**src/rtl/byte_striping.sv**
```systemverilog
// byte_striping: deals a single 32-bit word stream onto two lanes.
// Consecutive accepted words alternate lane_0 / lane_1, starting on lane_0.
// Each lane output is registered, so a word appears one cycle after it is accepted.
// Optional build macro STRIPE_REALIGN_EN: every new burst starts on lane_0 after a gap.
// Without it, lane alternation runs on continuously across gaps.
module byte_striping #(
  parameter int DATA_W = 32,
  parameter int CNT_W  = 16
) (
  input  logic              clk_2f,
  input  logic              reset,
  input  logic [DATA_W-1:0] data_in,
  input  logic              valid_in,
  output logic [DATA_W-1:0] lane_0,
  output logic              valid_0,
  output logic [DATA_W-1:0] lane_1,
  output logic              valid_1,
  output logic              pair_done,
  output logic [CNT_W-1:0]  word_cnt
);

  localparam int NUM_LANES = 2;

  typedef enum logic {IDLE, STRIPE} state_e;

  state_e                             state_q;
  logic                               sel_q, sel_d;
  logic [NUM_LANES-1:0][DATA_W-1:0]   lane_q;
  logic [NUM_LANES-1:0]               vld_q;
  logic                               pair_q;
  logic [CNT_W-1:0]                   cnt_q;

  // Next lane select: toggle per accepted word; a gap optionally realigns to lane_0.
  always_comb begin
    sel_d = sel_q;
    if (valid_in)
      sel_d = ~sel_q;
`ifdef STRIPE_REALIGN_EN
    else if (state_q == STRIPE)
      sel_d = 1'b0;
`endif
  end

  // Burst tracker; it only matters for gap handling, the data path ignores it.
  always_ff @(posedge clk_2f or posedge reset) begin
    if (reset) begin
      state_q <= IDLE;
      sel_q   <= 1'b0;
    end else begin
      state_q <= valid_in ? STRIPE : IDLE;
      sel_q   <= sel_d;
    end
  end

  // Per-lane word and qualifier registers; the data register holds while its lane is idle.
  for (genvar g = 0; g < NUM_LANES; g++) begin : g_lane
    always_ff @(posedge clk_2f or posedge reset) begin
      if (reset) begin
        lane_q[g] <= '0;
        vld_q[g]  <= 1'b0;
      end else begin
        vld_q[g] <= valid_in && (sel_q == 1'(g));
        if (valid_in && (sel_q == 1'(g)))
          lane_q[g] <= data_in;
      end
    end
  end

  // Pair completion pulse and free-running word counter (wraps silently).
  always_ff @(posedge clk_2f or posedge reset) begin
    if (reset) begin
      pair_q <= 1'b0;
      cnt_q  <= '0;
    end else begin
      pair_q <= valid_in && sel_q;
      if (valid_in)
        cnt_q <= cnt_q + {{(CNT_W-1){1'b0}}, 1'b1};
    end
  end

  assign lane_0    = lane_q[0];
  assign lane_1    = lane_q[1];
  assign valid_0   = vld_q[0];
  assign valid_1   = vld_q[1];
  assign pair_done = pair_q;
  assign word_cnt  = cnt_q;

endmodule

```
**config.mk**
```make
export PLATFORM = sky130hd
export DESIGN_NAME = byte_striping
export DESIGN_NICKNAME = d
export VERILOG_FILES = /design/src/rtl/byte_striping.sv
export SDC_FILE = /design/constraint.sdc
export NUM_CORES = 1
export LEC_CHECK = 0
export ABC_AREA = 1
export BUFFER_PORTS_ARGS = -buffer_cell sky130_fd_sc_hd__buf_4
export CELL_PAD_IN_SITES_DETAIL_PLACEMENT = 0
export CELL_PAD_IN_SITES_GLOBAL_PLACEMENT = 1
export CORE_UTILIZATION = 37
export DETAILED_ROUTE_END_ITERATION = 10
export GPL_ROUTABILITY_DRIVEN = 0
export PLACE_DENSITY_LB_ADDON = 0.1
export SYNTH_ARGS = -nofsm -noshare
export SYNTH_HDL_FRONTEND = slang
export SYNTH_SLANG_ARGS = --single-unit
```
**constraint.sdc**
```tcl
create_clock -name clk_2f -period 3.1 [get_ports clk_2f]
set_input_delay 0.31 -clock clk_2f [delete_from_list [all_inputs] [get_ports clk_2f]]
set_output_delay 0.31 -clock clk_2f [all_outputs]
set_load 0.01 [all_outputs]
```
==> results of run 1 <==
-- through the flow --
step           instances  utilization
2_1_floorplan        345            -
3_3_place_gp         556        0.489
3_5_place_dp         556        0.489
4_1_cts              570        0.510
5_1_grt              570        0.510
6_report             570        0.510
-- synthesized netlist by cell type (all sizes together) --
cell type	n
inv	46
dfrtp	83
xnor2	5
buf	12
o21ai	66
xor2	5
clkbuf	4
nand2	99
nor2	14
nand3b	1
nand3	7
ha	1
nand4	2
-- cell type report --
class,count,area (sq um)
multi-input cells,200,1010
fillers,845,4320
clock buffers,9,124
repair buffers,119,906
flip-flops and latches,83,2080
well taps,108,135
clock inverters,5,56.3
inverters,46,176
-- state kept, by name (all words and copies together), names as in the netlist --
register / flops
lane_0: 32
lane_1: 32
sel_q: 1
valid_0: 1
valid_1: 1
word_cnt: 16
-- power groups by stage --
stage                     registers, mW  clock network [mW]  logic, mW
final                              1.47               0.731      0.863
after global routing               1.51               0.806      0.952
after CTS                          1.48               0.760      0.879
after detailed placement           1.49                   0      0.877
after global placement             1.49                   0      0.864
after floorplan                    1.58                   0      0.325
-- worst max-delay path, cell delays in order, from the launching register on --
cell     delay, ps
dfrtp_1        420
nor2_4          60
inv_2          540
buf_4          420
o21ai_0        120
-- routing by layer --
metal,part of all wire,routed length [um]
met5,0,0
met4,0.013,94
met3,0.061,447
met2,0.46,3340
met1,0.47,3410
-- how the worst min path moves through the flow --
stage                     slack, ps  cells past startpoint         end
after CTS                        80                      3  lane_1[16]
after global placement          450                      3  lane_1[17]
after detailed placement        450                      3  lane_1[17]
final                            60                      3  lane_0[21]
after global routing            100                      3  lane_1[23]
after floorplan                 460                      2   lane_0[1]
-- logic make-up after synthesis --
kind of cell | after synthesis | share of synthesized area
DFF | 83 | 0.613
xor gates and xnor gates | 10 | 0.0258
adders and majority gates | 1 | 0.00369
buffers and inverters | 62 | 0.0893
and+or+nand+nor | 123 | 0.146
AOI/OAI and AO/OA | 66 | 0.123
==> metrics.txt, run 1 <==
cell taking the most area after synthesis=dfrtp_1; CTS tree=built; vias after detailed routing=2,543; DR DRC count=24; Sw Ratio=0.312; htree depth=3; wire length per cell=roughly 13 um; Hold WC Path Type=input port to async pin; total track usage=0.159; R2R cell count=4; failing checks=design-rule violations; commonest non-fill, non-tap cells in the layout=118 x buf_4, 98 x nand2_1, 83 x dfrtp_1, 43 x inv_1, 38 x o21ai_0; largest net degree at the start of global routing=84; clock skew=6.73 ps; number of global-route vias before repair=approximately 2,400; commonest non-fill, non-tap cell in the layout=buf_4; Detail Placement HPWL=5090 um; CP startpoint kind=register; Synth Area per Inst=roughly 9.8 sq um; sequential area share after synthesis=0.613; number of I/O pins=approximately 120; met1 usage=0.226; PnR worst setup slack=1410 ps; worst slack, placed=1280 ps; Power Dens Cells=683 nW/um^2; part of the cycle the worst path needs=0.546; Maximum Capacitance Violations=0; Routed Antenna Nets=0; setup tns final=0 ps; Cell Rows=34; Pre-antenna DRT Iters=7; combinational share of power=0.282; met2 Use GR=0.234; WS Path Type=register to register; Die Height=97.7 um; die area=9550 sq um; antenna violations before repair=0; Clock power frac=0.238; nets@finish=495; P&R area growth vs syn=32.4%; Cell variety after synth=21; Peak VDD IR=between 0.0003 and 0.0004 V; Max clock buf depth=2; Leakage=2.36 nW; Slew HR=0.304; layer with the highest usage=met2; M3 GR Usage=0.0387; Placed Area=around 4300 sq um; Worst-path clk slew=80 ps; Tmin final=~1700 ps; crit path launch=sel_q; GRT Residual Overflow=0; Sink Count=slightly above 80; first-pass GRT wire length=12,000 um; maximum clock rate=a little under 600 MHz; Routed Wire Length=around 7300 um; clock latency at the later pin of the worst-skew pair=340 ps; reg-to-reg critical path startpoint=sel_q; #FFs+latches synth=83; Int Pwr=2.11 mW; Yosys top cell area share=0.613; Pwr Total=between 3 and 4 mW; ANT cells=0; warnings from Yosys=0; count of final setup violators=0; clk root buf=clkbuf_8; Synth Instances=345; port bufs=~120; Slew Viols, Final=0; sequential power share=0.480; Max FO, Critical Path=41; Hold Vio Cnt, Final=0; Vias/cell=4.46; core area=8810 sq um; Mapped Area=3390 sq um; TritonCTS buffer count=9; hold_ws=58.7 ps; RR Endpoint=lane_0[0]; die width=97.7 um; switching pwr=957 uW; syn nets=381; Worst Setup EP=lane_0[0]; largest cells by area after synthesis=dfrtp_1 61%, nand2_1 11%, o21ai_2 5.9%; initial core utilization=0.385; layout cell share with drive strength beyond 1=0.351; Worst setup EP type=register; Worst EP required=~3300 ps; post-route cell area=4490 sq um; unrepaired setup endpoints after global routing=no; reg2reg setup slack=1410 ps; Slew @ Worst Pin=1040 ps; Post-CTS Setup Repair Bufs=0; status=finished, violations left; CTS resizes=0; post-cts hold buffer count=0; critical path arrival=1900 ps; First DRT Iteration DRCs=147
(Power assumes the default switching activity.)
==> inputs of run 2 (changes only) <==
==> constraint.sdc (replaced) <==
create_clock -name clk_2f -period 1.65 [get_ports clk_2f]
set_input_delay 0.165 -clock clk_2f [delete_from_list [all_inputs] [get_ports clk_2f]]
set_output_delay 0.165 -clock clk_2f [all_outputs]
set_load 0.01 [all_outputs]
==> metrics.txt, run 2 (same netlist as run 1, synthesis figures left out) <==
status=finished, violations left; failing checks=design-rule violations; Worst EP required=1890 ps (-1420 ps); unrepaired setup endpoints after global routing=no; Reg area=2080 sq um (unchanged); Slew HR=0.614 (+0.310); TritonCTS buffer count=9 (unchanged); Sink Count=83 (unchanged); Routed Antenna Nets=0 (unchanged); Pre-antenna DRT Iters=9 (+2); clock skew=11.0 ps (+4.31 ps); port bufs=117 (unchanged); layout cell share with drive strength beyond 1=0.355 (+0.00481); critical path arrival=1600 ps (-300 ps); die width=97.7 um (unchanged); setup tns final=0 ps (unchanged); Routed Wire Length=7340 um (+0.60%); commonest non-fill, non-tap cells in the layout=117 x buf_4, 98 x nand2_1, 83 x dfrtp_1, 43 x inv_1, 38 x o21ai_0; First DRT Iteration DRCs=99 (-33%); Maximum Capacitance Violations=0 (unchanged); placed instance count=558 (+0.36%); Post-CTS Setup Repair Bufs=0 (unchanged); Hold WC Path Type=input port to register; DR DRC count=16 (-33%); Pwr Total=6.04 mW (+97%); Detail Placement HPWL=5080 um (-0.23%); CTS tree=built; GRT Residual Overflow=0 (unchanged); Max clock buf depth=2 (unchanged); Multi-input gate area=1010 sq um (unchanged); Cell Rows=34 (unchanged); total track usage=0.168 (+0.00882); commonest non-fill, non-tap cell in the layout=buf_4; Hold Vio Cnt, Final=0 (unchanged); fin cells=575 (+0.88%); number of global-route vias before repair=2,509 (+4.9%); clk root buf=clkbuf_8; core area=8810 sq um (unchanged); CP startpoint kind=register; wire length per cell=12.8 um (-0.27%); hold_ws=74.0 ps (+15.4 ps); P&R area growth vs syn=35.6%; vias after detailed routing=2,574 (+1.2%); count of final setup violators=0 (unchanged); Core Util, Final=0.522 (+0.0126); htree depth=3 (unchanged); first-pass GRT wire length=12,500 um (+4.4%); WS Path Type=register to register; Die Height=97.7 um (unchanged); Max FO, Critical Path=5 (-88%); maximum clock rate=737 MHz (+25%); Peak VDD IR=0.000686 V (+100%); part of the cycle the worst path needs=0.823 (+0.277); Vias/cell=4.48 (+0.34%); Tmin final=1360 ps (-334 ps); nets@finish=498 (+0.61%); largest net degree at the start of global routing=66 (-21%); Worst setup EP type=register; number of I/O pins=118 (unchanged); post-cts hold buffer count=1 (+1); die area=9550 sq um (unchanged); Fillers=866 (+2.5%); antenna violations before repair=0 (unchanged); Power Dens Cells=1310 nW/um^2 (+92%); Slew @ Worst Pin=578 ps (-463 ps); Slew Viols, Final=0 (unchanged); CTS resizes=0 (unchanged); Worst-path clk slew=80 ps (about the same); initial core utilization=0.385 (unchanged); Leakage=2.40 nW (+1.8%); ANT cells=0 (unchanged); clock latency at the later pin of the worst-skew pair=350 ps (about the same)
run 2: cell count changes in the layout (fill, tap and decap cells not counted):
cell           change
clkinv_2           -2
clkbuf_8           +1
buf_12             +3
bufinv_16          +1
dlygate4sd3_1      +1
buf_4              -1
clkinvlp_4         +2
run 2: metrics by stage:
stage | area (sq um) | setup WS [ps]
finish | 4600 | 293
detailed placement | 4360 | 287
floorplan | 3390 | 393
CTS | 4600 | 289
global route | 4600 | 148
global placement | 4360 | 351
run 2: power by group:
part	internal, mW	switching (mW)	total (mW)
registers	2.46	0.295	2.76
clock network	0.893	0.740	1.63
logic	0.837	0.814	1.65
total	4.19	1.85	6.04
run 2: final timing paths:
| kind | slack (ps) | start | depth (start not counted) | end |
|---|---|---|---|---|
| setup / recovery | 290 | word_cnt[0] | 6 | word_cnt[14] |
| hold / removal | 70 | data_in[2] | 3 | lane_0[2] |
| setup reg to reg | 290 | word_cnt[0] | 6 | word_cnt[14] |
| hold reg to reg | 490 | lane_0[3] | 2 | lane_0[3] |
| max in group asynchronous | 660 | reset | 4 | lane_0[31] |
| min in group asynchronous | 430 | reset | 3 | lane_0[14] |
run 2: metal layers:
layer	up-vias	wire length, um	track usage
met5	-	0	0
met4	0	92	0.0594
met3	8	384	0.0480
met2	74	3440	0.257
met1	1187	3420	0.229
li1	1305	-	-
run 2: worst max-delay path: stages (launching register included):
cell and delay, ps:
dfrtp_1 410, ha_1 190, nand3_1 110, nor2_1 310, nand3_1 120, nand2_1 70
nand2_1 50
run 2: final cells by class:
| cell class | count | area share |
|---|---|---|
| repair buffers | 122 | 0.211 |
| flip-flops and latches | 83 | 0.452 |
| clock buffers | 10 | 0.0299 |
| multi-input cells | 200 | 0.220 |
| clock inverters | 6 | 0.0193 |
| well taps | 108 | 0.0294 |
| inverters | 46 | 0.0389 |
==> inputs of run 3 (changes only) <==
--- a/config.mk
+++ b/config.mk
@@ -9,7 +9,7 @@
 export BUFFER_PORTS_ARGS = -buffer_cell sky130_fd_sc_hd__buf_4
 export CELL_PAD_IN_SITES_DETAIL_PLACEMENT = 0
 export CELL_PAD_IN_SITES_GLOBAL_PLACEMENT = 1
-export CORE_UTILIZATION = 37
+export CORE_UTILIZATION = 33
 export DETAILED_ROUTE_END_ITERATION = 10
 export GPL_ROUTABILITY_DRIVEN = 0
 export PLACE_DENSITY_LB_ADDON = 0.1
==> constraint.sdc (replaced) <==
create_clock -name clk_2f -period 1.2 [get_ports clk_2f]
set_input_delay 0.12 -clock clk_2f [delete_from_list [all_inputs] [get_ports clk_2f]]
set_output_delay 0.12 -clock clk_2f [all_outputs]
set_load 0.01 [all_outputs]
==> metrics.txt, run 3 (same netlist as run 1, synthesis figures left out) <==
Worst setup EP type=register; combinational share of power=0.327 (+0.054); layout cell share with drive strength beyond 1=0.389 (+0.0332); port bufs=117 (unchanged); Slew Viols, Final=0 (unchanged); die area=10,700 sq um (+12%); Worst-path clk slew=80 ps (about the same); Worst EP required=1490 ps (-400 ps); count of final setup violators=0 (unchanged); Detail Placement HPWL=5230 um (+3.1%); status=finished clean; maximum clock rate=841 MHz (+14%); Hold WC Path Type=input port to register; WS Path Type=register to register; Sink Count=83 (unchanged); GRT Residual Overflow=0 (unchanged); Leakage=2.46 nW (+2.5%); placed instance count=590 (+5.7%); initial core utilization=0.344 (-0.0413); critical path arrival=1480 ps (-120 ps); Peak VDD IR=0.000929 V (+35%); commonest non-fill, non-tap cell in the layout=buf_4; core area=9860 sq um (+12%); First DRT Iteration DRCs=96 (-3.0%); Sw Ratio=0.318 (+0.0123); first-pass GRT wire length=12,100 um (-3.4%); htree depth=3 (unchanged); Routed Wire Length=7780 um (+6.1%); Slew @ Worst Pin=489 ps (-88.7 ps); sequential power share=0.465 (+0.009); largest net degree at the start of global routing=84 (+27%); CTS tree=built; Vias/cell=4.33 (-3.2%); Power Dens Cells=1720 nW/um^2 (+31%); Die Height=103 um (+5.8%); number of global-route vias before repair=2,389 (-4.8%); switching pwr=2.60 mW (+40%); clk root buf=clkbuf_8; Clock power frac=0.208 (-0.062); die width=103 um (+5.8%); fin cells=609 (+5.9%); number of I/O pins=118 (unchanged); hold_ws=39.7 ps (-34.3 ps); unrepaired setup endpoints after global routing=yes; Hold Vio Cnt, Final=0 (unchanged); Tmin final=1190 ps (-168 ps); total track usage=0.152 (-0.0161); nets@finish=510 (+2.4%); Slew HR=0.674 (+0.0600); ANT cells=0 (unchanged); vias after detailed routing=2,638 (+2.5%); Pwr Total=8.16 mW (+35%); clock skew=9.56 ps (-1.48 ps); Max clock buf depth=2 (unchanged); Int Pwr=5.56 mW (+33%); TritonCTS buffer count=9 (unchanged); setup tns final=0 ps (unchanged); Fillers=951 (+9.8%); DR DRC count=0 (-16); wire length per cell=12.8 um (+0.16%); antenna violations before repair=0 (unchanged); Pre-antenna DRT Iters=4 (-5); Max FO, Critical Path=4 (-1); Cell Rows=36 (+5.9%); part of the cycle the worst path needs=0.991 (+0.169); Routed Antenna Nets=0 (unchanged); Maximum Capacitance Violations=0 (unchanged); CP startpoint kind=register; clock latency at the later pin of the worst-skew pair=340 ps (about the same); commonest non-fill, non-tap cells in the layout=125 x buf_4, 94 x nand2_1, 82 x dfrtp_1, 43 x inv_1, 37 x o21ai_0; P&R area growth vs syn=39.9%
==> run 3: power by group through the flow <==
stage / clock network (mW) / logic, mW / registers [mW]
final: 1.70 / 2.67 / 3.80
after global routing: 1.86 / 2.97 / 3.88
after CTS: 1.76 / 2.60 / 3.76
after detailed placement: 0 / 2.52 / 3.81
after global placement: 0 / 2.50 / 3.78
after floorplan: 0 / 0.841 / 4.08
==> run 3: through the flow <==
stage,instance area [sq um],setup slack (ps),utilization
after detailed placement,4460,-67.3,0.452
after CTS,4660,-1.79,0.472
after floorplan,3390,-57.2,-
final,4740,10.4,0.481
after global routing,4740,-68.7,0.481
after global placement,4460,-47.9,0.452
==> run 3: cell type report <==
type	instances	area, sq um	share of cell area
multi-input cells	200	1090	0.229
inverters	46	179	0.0377
clock buffers	13	149	0.0314
repair buffers	134	1080	0.228
flip-flops and latches	83	2080	0.438
well taps	133	166	0.0351
==> run 3: path summary, 6_finish.rpt <==
| kind | start | endpoint | slack [ps] | depth (start not counted) |
|---|---|---|---|---|
| setup / recovery | word_cnt[1] | word_cnt[15] | 10 | 8 |
| hold / removal | data_in[25] | lane_0[25] | 40 | 3 |
| setup reg to reg | word_cnt[1] | word_cnt[15] | 10 | 8 |
| hold reg to reg | lane_0[7] | lane_0[7] | 490 | 2 |
| max in group asynchronous | reset | lane_0[31] | 350 | 4 |
| min in group asynchronous | reset | lane_1[21] | 420 | 4 |
==> run 3: repair_timing <==
| item | in CTS | in global routing |
|---|---|---|
| setup endpoints to repair | 5 | 10 |
| hold endpoints to repair | 83 | 0 |
| buffers inserted | 2 | 3 |
| cloned | 0 | 0 |
| pin swaps | 1 | 8 |
| hold buffers | 1 | 0 |
| gates resized for setup | 7 | 16 |
==> run 3: layer usage <==
layer / vias to the layer above / global-route usage / wire length, um
met1: 1229 / 0.218 / 3760
met5: - / 0 / 0
met4: 0 / 0.0683 / 100
met3: 10 / 0.0316 / 406
met2: 74 / 0.220 / 3510
li1: 1325 / - / -
==> run 3: worst max-delay path: stages (launching register included) <==
cell,delay [ps]
dfrtp_1,420
buf_6,130
nand2_4,50
nor2_4,130
buf_6,130
nand2_4,50
nor2_2,100
nand3_1,70
nand2_1,60
